===== config.mk =====
export PLATFORM = sky130hd
export DESIGN_NAME = ddbb256_cfg_enum
export DESIGN_NICKNAME = d
export VERILOG_FILES = /design/src/rtl/ddbb256_enum_pkg.sv /design/src/rtl/ddbb256_bar_alloc.sv /design/src/rtl/ddbb256_cfg_enum.sv
export SDC_FILE = /design/constraint.sdc
export NUM_CORES = 1
export LEC_CHECK = 0
export ABC_AREA = 1
export BUFFER_PORTS_ARGS = -buffer_cell sky130_fd_sc_hd__buf_4
export CAP_MARGIN = 20
export CORE_UTILIZATION = 35
export CTS_CLUSTER_SIZE = 10
export DETAILED_ROUTE_END_ITERATION = 12
export PLACE_DENSITY_LB_ADDON = 0.2
export RECOVER_POWER = 25
export SETUP_SLACK_MARGIN = 0.15
export SYNTH_ARGS = -nofsm -noshare
export SYNTH_HDL_FRONTEND = slang
export SYNTH_SLANG_ARGS = --single-unit

===== constraint.sdc =====
create_clock -name clk_i -period 6.85 [get_ports clk_i]
set_input_delay 0.3425 -clock clk_i [delete_from_list [all_inputs] [get_ports clk_i]]
set_output_delay 0.3425 -clock clk_i [all_outputs]
set_load 0.01 [all_outputs]

===== src/rtl/ddbb256_enum_pkg.sv =====
// Shared types and constants for the 256-bit config-space enumeration controller.
// No logic: state encoding, row/lane positions and address/lane helpers.
package ddbb256_enum_pkg;

   typedef enum logic [3:0] {
      ST_IDLE,
      ST_RD_ID,
      ST_WT_ID,
      ST_SZ_WR,
      ST_SZ_RD,
      ST_SZ_WT,
      ST_CALC,
      ST_BAR_WR,
      ST_CMD_WR,
      ST_IRQ_WR,
      ST_NEXT,
      ST_DONE
   } enum_state_t;

   localparam logic [3:0] ROW_HDR = 4'h0;
   localparam logic [3:0] ROW_IRQ = 4'h1;

   // Byte-lane positions inside the 256-bit row
   localparam int LANE_CMD  = 8;
   localparam int LANE_IRQ  = 12;
   localparam int LANE_BAR0 = 16;
   localparam int LANE_BAR1 = 20;
   localparam int LANE_BAR2 = 24;

   localparam logic [15:0] VENDOR_ABSENT = 16'hFFFF;

   function automatic logic [31:0] lane_sel(input int first, input int nbytes);
      logic [31:0] s;
      s = '0;
      for (int i = 0; i < 32; i++) begin
         if (i >= first && i < first + nbytes) s[i] = 1'b1;
      end
      return s;
   endfunction

   function automatic logic [31:0] cfg_adr(input logic [7:0] bus,
                                           input logic [4:0] dev,
                                           input logic [3:0] row);
      logic [31:0] a;
      a        = '0;
      a[27:20] = bus;
      a[19:15] = dev;
      a[8:5]   = row;
      return a;
   endfunction

endpackage


===== src/rtl/ddbb256_bar_alloc.sv =====
// Combinational BAR allocator: aligns next-address up to the BAR size and checks the window.
// Zero latency; a zero mask means an unimplemented BAR and leaves next-address untouched.
module ddbb256_bar_alloc (
   input  logic [31:0] next_addr,
   input  logic [31:0] mask,
   input  logic [31:0] mem_limit,
   output logic [31:0] base,
   output logic [31:0] next_new,
   output logic        ovf
);

   logic [32:0] align_sum;
   logic [31:0] aligned;
   logic [31:0] size;
   logic [32:0] end_sum;
   logic [32:0] last_addr;

   always_comb begin
      align_sum = {1'b0, next_addr} + {1'b0, ~mask};
      aligned   = align_sum[31:0] & mask;
      size      = ~mask + 32'd1;
      end_sum   = {1'b0, aligned} + {1'b0, size};
      last_addr = end_sum - 33'd1;

      base     = '0;
      next_new = next_addr;
      ovf      = 1'b0;
      if (mask != '0) begin
         // A carry out of the round-up means the aligned base wrapped past 4 GiB
         if (align_sum[32] || (last_addr > {1'b0, mem_limit})) begin
            ovf = 1'b1;
         end else begin
            base     = aligned;
            next_new = end_sum[31:0];
         end
      end
   end

endmodule


===== src/rtl/ddbb256_cfg_enum.sv =====
// Config-space enumeration: scans one bus, sizes/assigns BAR0-2, writes command and IRQ line.
// Outputs registered and aligned with the state; reads expect data exactly one cycle after the strobe.
module ddbb256_cfg_enum
   import ddbb256_enum_pkg::*;
#(
   parameter logic [7:0]  CFG_BUS   = 8'd0,
   parameter int          NUM_DEV   = 32,
   parameter logic [31:0] MEM_BASE  = 32'h4000_0000,
   parameter logic [31:0] MEM_LIMIT = 32'h7FFF_FFFF,
   parameter logic [7:0]  CMD_VAL   = 8'h06
) (
   input  logic         clk_i,
   input  logic         rst_i,
   input  logic         start_i,
   output logic         busy_o,
   output logic         done_o,
   output logic         err_o,
   output logic [31:0]  dev_found_o,
   output logic         cs_config_o,
   output logic         we_o,
   output logic [31:0]  sel_o,
   output logic [31:0]  adr_o,
   output logic [255:0] dat_o,
   input  logic [255:0] dat_i
);

   localparam logic [4:0]  LAST_DEV = 5'(NUM_DEV - 1);
   localparam logic [31:0] SEL_BARS = lane_sel(LANE_BAR0, 12);
   localparam logic [31:0] SEL_CMD  = lane_sel(LANE_CMD, 1);
   localparam logic [31:0] SEL_IRQ  = lane_sel(LANE_IRQ, 1);

   enum_state_t     state_q, state_d;
   logic [4:0]      dev_q, dev_d;
   logic [1:0]      calc_idx_q, calc_idx_d;
   logic [31:0]     next_addr_q, next_addr_d;
   logic [2:0][31:0] mask_q, mask_d;
   logic [2:0][31:0] base_q, base_d;
   logic            failed_q, failed_d;
   logic            err_d;
   logic [31:0]     found_d;
   logic            busy_d, done_d, cs_d, we_d;
   logic [31:0]     sel_d, adr_d;
   logic [255:0]    dat_d;

   logic [31:0]     alloc_mask;
   logic [31:0]     alloc_base;
   logic [31:0]     alloc_next;
   logic            alloc_ovf;
   logic            unused_dat;

   assign unused_dat = ^{dat_i[255:224], dat_i[127:16]};

   ddbb256_bar_alloc u_bar_alloc (
      .next_addr (next_addr_q),
      .mask      (alloc_mask),
      .mem_limit (MEM_LIMIT),
      .base      (alloc_base),
      .next_new  (alloc_next),
      .ovf       (alloc_ovf)
   );

   always_ff @(posedge clk_i) begin
      if (rst_i) begin
         state_q     <= ST_IDLE;
         dev_q       <= '0;
         calc_idx_q  <= '0;
         next_addr_q <= '0;
         mask_q      <= '0;
         base_q      <= '0;
         failed_q    <= 1'b0;
         busy_o      <= 1'b0;
         done_o      <= 1'b0;
         err_o       <= 1'b0;
         dev_found_o <= '0;
         cs_config_o <= 1'b0;
         we_o        <= 1'b0;
         sel_o       <= '0;
         adr_o       <= '0;
         dat_o       <= '0;
      end else begin
         state_q     <= state_d;
         dev_q       <= dev_d;
         calc_idx_q  <= calc_idx_d;
         next_addr_q <= next_addr_d;
         mask_q      <= mask_d;
         base_q      <= base_d;
         failed_q    <= failed_d;
         busy_o      <= busy_d;
         done_o      <= done_d;
         err_o       <= err_d;
         dev_found_o <= found_d;
         cs_config_o <= cs_d;
         we_o        <= we_d;
         sel_o       <= sel_d;
         adr_o       <= adr_d;
         dat_o       <= dat_d;
      end
   end

   always_comb begin
      state_d     = state_q;
      dev_d       = dev_q;
      calc_idx_d  = calc_idx_q;
      next_addr_d = next_addr_q;
      mask_d      = mask_q;
      base_d      = base_q;
      failed_d    = failed_q;
      err_d       = err_o;
      found_d     = dev_found_o;
      busy_d      = 1'b0;
      done_d      = 1'b0;
      cs_d        = 1'b0;
      we_d        = 1'b0;
      sel_d       = '0;
      adr_d       = '0;
      dat_d       = '0;

      case (calc_idx_q)
         2'd1:    alloc_mask = mask_q[1];
         2'd2:    alloc_mask = mask_q[2];
         default: alloc_mask = mask_q[0];
      endcase

      case (state_q)
         ST_IDLE: begin
            if (start_i) begin
               state_d     = ST_RD_ID;
               dev_d       = '0;
               err_d       = 1'b0;
               found_d     = '0;
               next_addr_d = MEM_BASE;
            end
         end
         ST_RD_ID: state_d = ST_WT_ID;
         ST_WT_ID: begin
            if (dat_i[15:0] == VENDOR_ABSENT) begin
               state_d = ST_NEXT;
            end else begin
               found_d[dev_q] = 1'b1;
               failed_d       = 1'b0;
               state_d        = ST_SZ_WR;
            end
         end
         ST_SZ_WR: state_d = ST_SZ_RD;
         ST_SZ_RD: state_d = ST_SZ_WT;
         ST_SZ_WT: begin
            mask_d[0]  = dat_i[LANE_BAR0*8 +: 32];
            mask_d[1]  = dat_i[LANE_BAR1*8 +: 32];
            mask_d[2]  = dat_i[LANE_BAR2*8 +: 32];
            calc_idx_d = 2'd0;
            state_d    = ST_CALC;
         end
         ST_CALC: begin
            case (calc_idx_q)
               2'd1:    base_d[1] = alloc_base;
               2'd2:    base_d[2] = alloc_base;
               default: base_d[0] = alloc_base;
            endcase
            next_addr_d = alloc_next;
            if (alloc_ovf) begin
               err_d    = 1'b1;
               failed_d = 1'b1;
            end
            if (calc_idx_q == 2'd2) state_d = ST_BAR_WR;
            else                    calc_idx_d = calc_idx_q + 2'd1;
         end
         ST_BAR_WR: state_d = ST_CMD_WR;
         ST_CMD_WR: state_d = ST_IRQ_WR;
         ST_IRQ_WR: state_d = ST_NEXT;
         ST_NEXT: begin
            if (dev_q == LAST_DEV) begin
               state_d = ST_DONE;
            end else begin
               dev_d   = dev_q + 5'd1;
               state_d = ST_RD_ID;
            end
         end
         ST_DONE: state_d = ST_IDLE;
         default: state_d = ST_IDLE;
      endcase

      // Output registers are loaded from the state being entered so bus strobes line up with it
      busy_d = (state_d != ST_IDLE);
      case (state_d)
         ST_RD_ID, ST_SZ_RD: begin
            cs_d  = 1'b1;
            adr_d = cfg_adr(CFG_BUS, dev_d, ROW_HDR);
         end
         ST_SZ_WR: begin
            cs_d  = 1'b1;
            we_d  = 1'b1;
            adr_d = cfg_adr(CFG_BUS, dev_d, ROW_HDR);
            sel_d = SEL_BARS;
            dat_d[LANE_BAR0*8 +: 96] = '1;
         end
         ST_BAR_WR: begin
            cs_d  = 1'b1;
            we_d  = 1'b1;
            adr_d = cfg_adr(CFG_BUS, dev_d, ROW_HDR);
            sel_d = SEL_BARS;
            dat_d[LANE_BAR0*8 +: 32] = base_d[0];
            dat_d[LANE_BAR1*8 +: 32] = base_d[1];
            dat_d[LANE_BAR2*8 +: 32] = base_d[2];
         end
         ST_CMD_WR: begin
            cs_d  = 1'b1;
            we_d  = 1'b1;
            adr_d = cfg_adr(CFG_BUS, dev_d, ROW_HDR);
            sel_d = SEL_CMD;
            // A device with an unplaceable BAR keeps memory decode off but may still master
            dat_d[LANE_CMD*8 +: 8] = failed_d ? (CMD_VAL & 8'hFD) : CMD_VAL;
         end
         ST_IRQ_WR: begin
            cs_d  = 1'b1;
            we_d  = 1'b1;
            adr_d = cfg_adr(CFG_BUS, dev_d, ROW_IRQ);
            sel_d = SEL_IRQ;
            dat_d[LANE_IRQ*8 +: 8] = {3'b000, dev_d};
         end
         ST_DONE: done_d = 1'b1;
         default: ;
      endcase
   end

endmodule


* Word level (Yosys, flattened, before mapping)
Index checks and enable logic that the tools add are counted.
** Word-level totals
- Register bits after elaboration :: 593
- Input port bits :: 259
- Output and inout bits :: 357
- Word-level logic and storage cells :: 124
** Cells by class
- $add $sub $neg :: 6
- Order comparisons :: 3
- Eq/ne operators :: 27
- Multiplexer cells :: 41
- Bitwise operators :: 5
- Reduce and logical (&&, ||, !) cells :: 19
** Operator list (count)
- 32-bit two-way mux :: 10
- 32-bit case mux with 2 select lines :: 3
- 96-bit case mux with 2 select lines :: 1
- 96-bit two-way mux :: 1
- 28-bit case mux with 3 select lines :: 1
- 32-bit by 32-bit adder with 33-bit output :: 2
- 4-bit case mux with 11 select lines :: 1
- 20-bit case mux with 2 select lines :: 1
- 33-bit by 31-bit > comparator with 1-bit output (second input constant) :: 1
- 33-bit by 1-bit subtractor with 33-bit output (second input constant) :: 1
- 32-bit by 1-bit adder with 32-bit output (second input constant) :: 1
- 32-bit AND :: 1
- 32-bit NOT :: 1
- 32-bit OR :: 1
- 32-bit nonzero test :: 1
- 4-bit by 3-bit equality test with 1-bit output (second input constant) :: 6
- 4-bit equality test (second input constant) :: 6
- 16-bit equality test (second input constant) :: 1
- 4-bit two-way mux :: 4
- 4-bit by 2-bit equality test with 1-bit output (second input constant) :: 3
- 1-bit two-way mux :: 10
- 5-bit two-way mux :: 2
- 2-bit inequality test (second input constant) :: 5
- 5-bit case mux with 2 select lines :: 1
- 26 further kinds :: 36

* Logic depth before layout (Yosys ltp)
- Depth after elaboration :: 14
- Depth in mapped cells :: 53
- Depth with buffers taken out :: 50

* Cells and area by module
A second synthesis with hierarchy kept.
** Unflattened totals
- Cell total of the unflattened synthesis :: 3400
- Area total of the unflattened synthesis :: 22495.3 um^2
** Modules (own cells, without submodules)
- ddbb256_cfg_enum :: instances 1, cells each 1834, area an instance 14631.5 um^2, seq. area each 7267.0 um^2
- ddbb256_bar_alloc :: instances 1, cells each 1566, area an instance 7863.8 um^2, seq. area each 0.0 um^2

* Least setup slack after synthesis
OpenSTA, ideal clock, no wires.
- Kind :: reg-to-reg
- Start point :: reg calc_idx_q[0]
- End point :: reg dat_o[174]
- Setup time :: 0.070 ns
- Data arrival time :: 6.020 ns
- Required time :: 6.780 ns
- Setup slack :: 0.760 ns
- Cell stages (with the launch flop) :: 46
- Path buffers :: 4
- Clock period less this slack :: 6.090 ns
- Path through :: dfxtp_1 > inv_1 > ha_1 > buf_2 > inv_2 > buf_2 > buf_2 > nand2_1 > o21ai_0 > inv_1 > ha_1 > nand3_1 > nand2_1 > inv_1 > o21ai_1 > inv_1 > o21ai_1 > a21boi_0 > (+10 left out) > nand2_1 > nand2_1 > nand2_1 > nand2_2 > inv_2 > nor2_2 > nand3_2 > nor2_4 > nand3_1 > nor3_1 > nand2_1 > xnor2_1 > nor2_2 > buf_2 > nand3_1 > nand2_1 > o21ai_1 > a21oi_1
** Between the ends
- Word-level cells in the longest chain between the ends :: 14
- Elaborated cells on any way between the ends :: 21
- Those cells by class :: add/sub: 4; order compare: 1; eq/ne: 4; mux: 8; bitwise: 2; reduce/logical: 2
** Ends and longest elaborated chain
- from (decl) :: line ddbb256_cfg_enum.sv:34 : logic [1:0] calc_idx_q, calc_idx_d;
- from (signal assigned) :: line ddbb256_cfg_enum.sv:83 : calc_idx_q <= calc_idx_d;
- 2-bit equality test / 2-bit by 1-bit equality test with 1-bit output (equally long branches) :: line ddbb256_cfg_enum.sv:118, ddbb256_cfg_enum.sv:164, ddbb256_cfg_enum.sv:154
- 32-bit case mux with 2 select lines :: line ddbb256_cfg_enum.sv:118 : case (calc_idx_q)
- 32-bit NOT :: line ddbb256_bar_alloc.sv:19, ddbb256_bar_alloc.sv:21
- 32-bit by 32-bit adder with 33-bit output :: line ddbb256_bar_alloc.sv:19 : align_sum = {1'b0, next_addr} + {1'b0, ~mask};
- 32-bit AND :: line ddbb256_bar_alloc.sv:20 : aligned = align_sum[31:0] & mask;
- 32-bit by 32-bit adder with 33-bit output :: line ddbb256_bar_alloc.sv:22 : end_sum = {1'b0, aligned} + {1'b0, size};
- 33-bit by 1-bit subtractor with 33-bit output :: line ddbb256_bar_alloc.sv:23 : last_addr = end_sum - 33'd1;
- 33-bit by 31-bit > comparator with 1-bit output :: line ddbb256_bar_alloc.sv:30 : if (align_sum[32] || (last_addr > {1'b0, mem_limit})) begin
- 1-bit logical OR :: line ddbb256_bar_alloc.sv:30
- 32-bit two-way mux :: line ddbb256_bar_alloc.sv:30
- 32-bit two-way mux :: line ddbb256_bar_alloc.sv:28 : if (mask != '0) begin
- 32-bit two-way mux :: line ddbb256_cfg_enum.sv:154 : case (calc_idx_q)
- 96-bit two-way mux :: line ddbb256_cfg_enum.sv:124 : case (state_q)
- 96-bit case mux with 2 select lines * :: line ddbb256_cfg_enum.sv:184 : case (state_d)
- to (signal assigned) :: line ddbb256_cfg_enum.sv:96 : dat_o <= dat_d;
- to (decl) :: line ddbb256_cfg_enum.sv:23 : output logic [255:0] dat_o,
Every way passes the cells marked *; elsewhere a longest branch is shown, timed or not.
A chain may end at the register's enable or synchronous reset.

* Worst setup path in the final report
- Start point :: reg calc_idx_q[0]
- End point :: reg dat_o[196]
** Between the ends
- Word-level cells in the longest chain between the ends :: 14
- Elaborated cells on any way between the ends :: 21
- Those cells by class :: add/sub: 4; order compare: 1; eq/ne: 4; mux: 8; bitwise: 2; reduce/logical: 2
** Ends and longest elaborated chain (line)
- 2-bit equality test / 2-bit by 1-bit equality test with 1-bit output (equally long branches) :: ddbb256_cfg_enum.sv:118, ddbb256_cfg_enum.sv:154, ddbb256_cfg_enum.sv:164
- 32-bit case mux with 2 select lines :: ddbb256_cfg_enum.sv:118
- 32-bit NOT :: ddbb256_bar_alloc.sv:19, ddbb256_bar_alloc.sv:21
- 32-bit by 32-bit adder with 33-bit output :: ddbb256_bar_alloc.sv:19
- 32-bit AND :: ddbb256_bar_alloc.sv:20
- 32-bit by 32-bit adder with 33-bit output :: ddbb256_bar_alloc.sv:22
- 33-bit by 1-bit subtractor with 33-bit output :: ddbb256_bar_alloc.sv:23
- 33-bit by 31-bit > comparator with 1-bit output :: ddbb256_bar_alloc.sv:30
- 1-bit logical OR :: ddbb256_bar_alloc.sv:30
- 32-bit two-way mux :: ddbb256_bar_alloc.sv:30
- 32-bit two-way mux :: ddbb256_bar_alloc.sv:28
- 32-bit two-way mux :: ddbb256_cfg_enum.sv:154
- 96-bit two-way mux :: ddbb256_cfg_enum.sv:124
- 96-bit case mux with 2 select lines * :: ddbb256_cfg_enum.sv:184
Marks and branches as above.

==> results.yml <==
outcome:
  status: "finished clean"
timing:
  worst_pin_slew_ns: 1.119
  setup_ws_ns: 0.5560
  finalHoldViolations: 0
  finClkSkew_ns: 0.02050
  grt_setup_unrepaired: "false"
  maxSlewHeadroom_pct: 25.41
  tns_ns: 0
  fin_crit_sh_pct: 91.88
  min_period_ns: 6.294
  fmax_mhz: 158.9
  maxSlewViolCount: 0
  setup_viol: 0
logic_synthesis:
  async_flop_share_pct: 0
  avgSynthCellArea_um2: 6.776
  synthDistinctLibCells: 57
  synth_ff_type: "dfxtp_1"
  synthesis.area_um2: 21650
  synthCells: 3195
  ys_warn_count: 0
  synth_seq_cells: 385
  synth-seq-area-share_pct: 35.60
  synth-edff-count: 0
setup_path:
  crit_type: "flip-flop to flip-flop"
  cp_slowest_cell: "ha_1"
  startpoint_type: "flip-flop"
  r2r_cells: 46
  ff2ff_setup_slack_ns: 0.56
  reg2reg_to: "dat_o[196]$_SDFF_PP0_"
  crit_fanout: 8
  critPathRequiredTime_ns: 7.26
  path_common_cell: "nand2_1"
  crit_buf_inv: 8
  r2r_start: "calc_idx_q[0]$_SDFFE_PP0P_"
  cp-end-kind: "flip-flop"
  cpPeakStageDelay_ns: 0.36
  cpLargestDelayFamily: "simple AND/OR/NAND/NOR gates"
  worstPathArrival_ns: 6.70
routing:
  drc: 0
  vias_per_cell: 4.744
  drtPass1Iterations: 8
  vias: 21045
  wl_per_cell_um: 16.09
  antenna_left: 0
  wirelength_um: 71390
  drt-initial-drc-count: 1294
floorplanning:
  start_util_pct: 35.67
  pin_count: 616
  row_count: 90
  die_area_um2: 62850
  die_h_um: 250.7
  fp.dieW_um: 250.7
  core_region_area_um2: 60700
place:
  io_buffers: 274
  place.gp.congestion: 0.9516
  hpwl_um: 53510
  pre_cts_slack_ns: 0.1564
cts:
  cts_tree: "built"
  h-tree-depth: 2
  clk_pin_slew_ns: 0.06
  cts_buffer_depth: 3
  numCtsBuffers: 45
  cts-root-buf: "clkbuf_16"
  clkLatencyLatePin_ns: 0.59
  clock_sinks: 385
global_routing:
  grt_pass1_wl_um: 106800
  track_usage_pct: 21.71
  grt_max_degree: 103
  antenna_found_initial: 0
  grt_overflow: 0
  grt_pass1_vias: 19104
pwr:
  p_leak_nw: 12.58
  powerDensity_nw_per_um2: 310.0
  ir_drop_mv: 0.1716
finish:
  fin_util_pct: 45.05
  drive_gt1_share_pct: 19.32
  num_antenna_cells: 0
  fin_nets: 3974
  areaGrowthSynthToFinish_pct: 26.30
  regArea_um2: 7710
  multi_input_area_um2: 12400
  fillers: 6340
flow_run:
  drv_cap: 0
min_path:
  holdPathEnd: "mask_q[68]$_SDFFE_PP0P_"
  holdCritStartpoint: "dat_i[196]"
  min_path_type: "input port to flip-flop"
  whs_path_depth: 3
[flip-flops by register name, summed over array words and instances (netlist names)]
name / count
we_o: 1
sel_o: 3
dat_o: 103
busy_o: 1
failed_q: 1
base_q: 96
next_addr_q: 32
done_o: 1
calc_idx_q: 2
mask_q: 96
dev_q: 5
dev_found_o: 32
adr_o: 6
err_o: 1
cs_config_o: 1
state_q: 4
[tightest hold or removal path, cell delays in order]
cell,delay [ns]
buf_4,0.08
nor2_1,0.04
nor2_1,0.10
[through the flow]
| stage | power [mW] | cell area [µm²] | hold WS, ns | cells |
|---|---|---|---|---|
| 2_1_floorplan | 4.681 | 22380 | 0.4245 | 3391 |
| 3_3_place_gp | 5.822 | 24760 | 0.4371 | 4299 |
| 3_5_place_dp | 5.815 | 24760 | 0.4407 | 4299 |
| 4_1_cts | 7.952 | 26610 | 0.0001376 | 4418 |
| 5_1_grt | 8.995 | 27340 | 0.03177 | 4436 |
| 6_report | 8.476 | 27340 | 0.02139 | 4436 |
[layout by cell type (no fill, tap or decap), types with 8 or more instances in the layout]
| cell | n |
|---|---|
| inv_2 | 23 |
| nand3_1 | 125 |
| o22ai_1 | 8 |
| xor2_1 | 32 |
| nand3_2 | 32 |
| dlygate4sd3_1 | 65 |
| nand2_1 | 639 |
| dfxtp_1 | 383 |
| nor2_2 | 45 |
| inv_1 | 304 |
| a21oi_1 | 243 |
| clkbuf_1 | 136 |
| ha_4 | 13 |
| or2_2 | 25 |
| a21oi_2 | 23 |
| ha_1 | 45 |
| xnor2_1 | 11 |
| o21ai_1 | 73 |
| clkbuf_16 | 47 |
| nor2_4 | 28 |
| nor3_2 | 12 |
| o21a_1 | 8 |
| conb_1 | 197 |
| nor2_1 | 400 |
| nand2_4 | 8 |
| o21ai_0 | 149 |
| buf_4 | 326 |
| nand4_1 | 46 |
| a221o_1 | 20 |
| o21ai_2 | 26 |
| ha_2 | 8 |
| nor3_1 | 27 |
| nand2_2 | 46 |
[worst max-delay path by stage]
| stage | startpoint | endpoint | depth (start not counted) |
|---|---|---|---|
| global placement | calc_idx_q[0]$_SDFFE_PP0P_ | dat_o[196]$_SDFF_PP0_ | 40 |
| finish | calc_idx_q[0]$_SDFFE_PP0P_ | dat_o[196]$_SDFF_PP0_ | 46 |
| CTS | calc_idx_q[0]$_SDFFE_PP0P_ | next_addr_q[14]$_SDFFE_PP0P_ | 41 |
| detailed placement | calc_idx_q[0]$_SDFFE_PP0P_ | dat_o[218]$_SDFF_PP0_ | 43 |
| floorplan | calc_idx_q[0]$_SDFFE_PP0P_ | dat_o[174]$_SDFF_PP0_ | 45 |
| global route | calc_idx_q[0]$_SDFFE_PP0P_ | dat_o[196]$_SDFF_PP0_ | 44 |
[synthesized netlist by cell type, drive strengths merged (34+ instances only)]
master    n  area (µm²)
o21ai   253        1277
inv     328        1231
nor2    473        1843
dfxtp   385        7707
nand3   162       925.9
a21oi   267        1336
ha       66       825.8
buf     241        1773
clkbuf   83       311.6
nand2   693        2649
xor2     34       297.8
nor3     42       215.2
nand4    47       300.3
[metal layers]
metal / track usage, % / vias to the layer above / part of all wire, %
met4: 6.398 / 0 / 2.4
met3: 2.234 / 71 / 4.4
li1: - / 10773 / -
met1: 30.00 / 9641 / 47
met5: 0 / - / 0
met2: 35.56 / 560 / 46
[repair_timing]
action,4_1_cts,5_1_grt
cloned,0,2
hold buffers,65,0
resized for setup,2,277
setup buffers,0,15
pin swaps,0,53
endpoints found under the hold margin,65,0
setup endpoints to repair,35,227
[layout make-up]
| class | count | area share (%) |
|---|---|---|
| sequential | 385 | 28.20 |
| multi-input combinational | 2349 | 45.34 |
| timing repair buffer | 534 | 13.92 |
| clock inverter | 5 | 0.2105 |
| tap | 782 | 3.578 |
| inverter | 332 | 4.581 |
| clock buffer | 49 | 4.173 |
[cells by family (layout without fill, tap and decap cells)]
group | count (synthesis) | count (layout) | share of synthesized area [%]
adder cells (fa/ha/maj) | 68 | 68 | 4.000
flip-flops | 385 | 385 | 35.60
other | 1 | 197 | 0.01732
AND/OR/NAND/NOR | 1455 | 1455 | 28.58
buffers and inverters | 657 | 920 | 15.43
XOR/XNOR | 48 | 48 | 1.977
AO/OA/AOI/OAI | 581 | 581 | 14.40
[power breakdown]
group	internal, mW	switching [mW]
Clock	1.18	0.914
Combinational	1.58	2.51
Sequential	2.28	0.0179
Total	5.03	3.44
No activity file was read; power rests on OpenSTA's default activity.
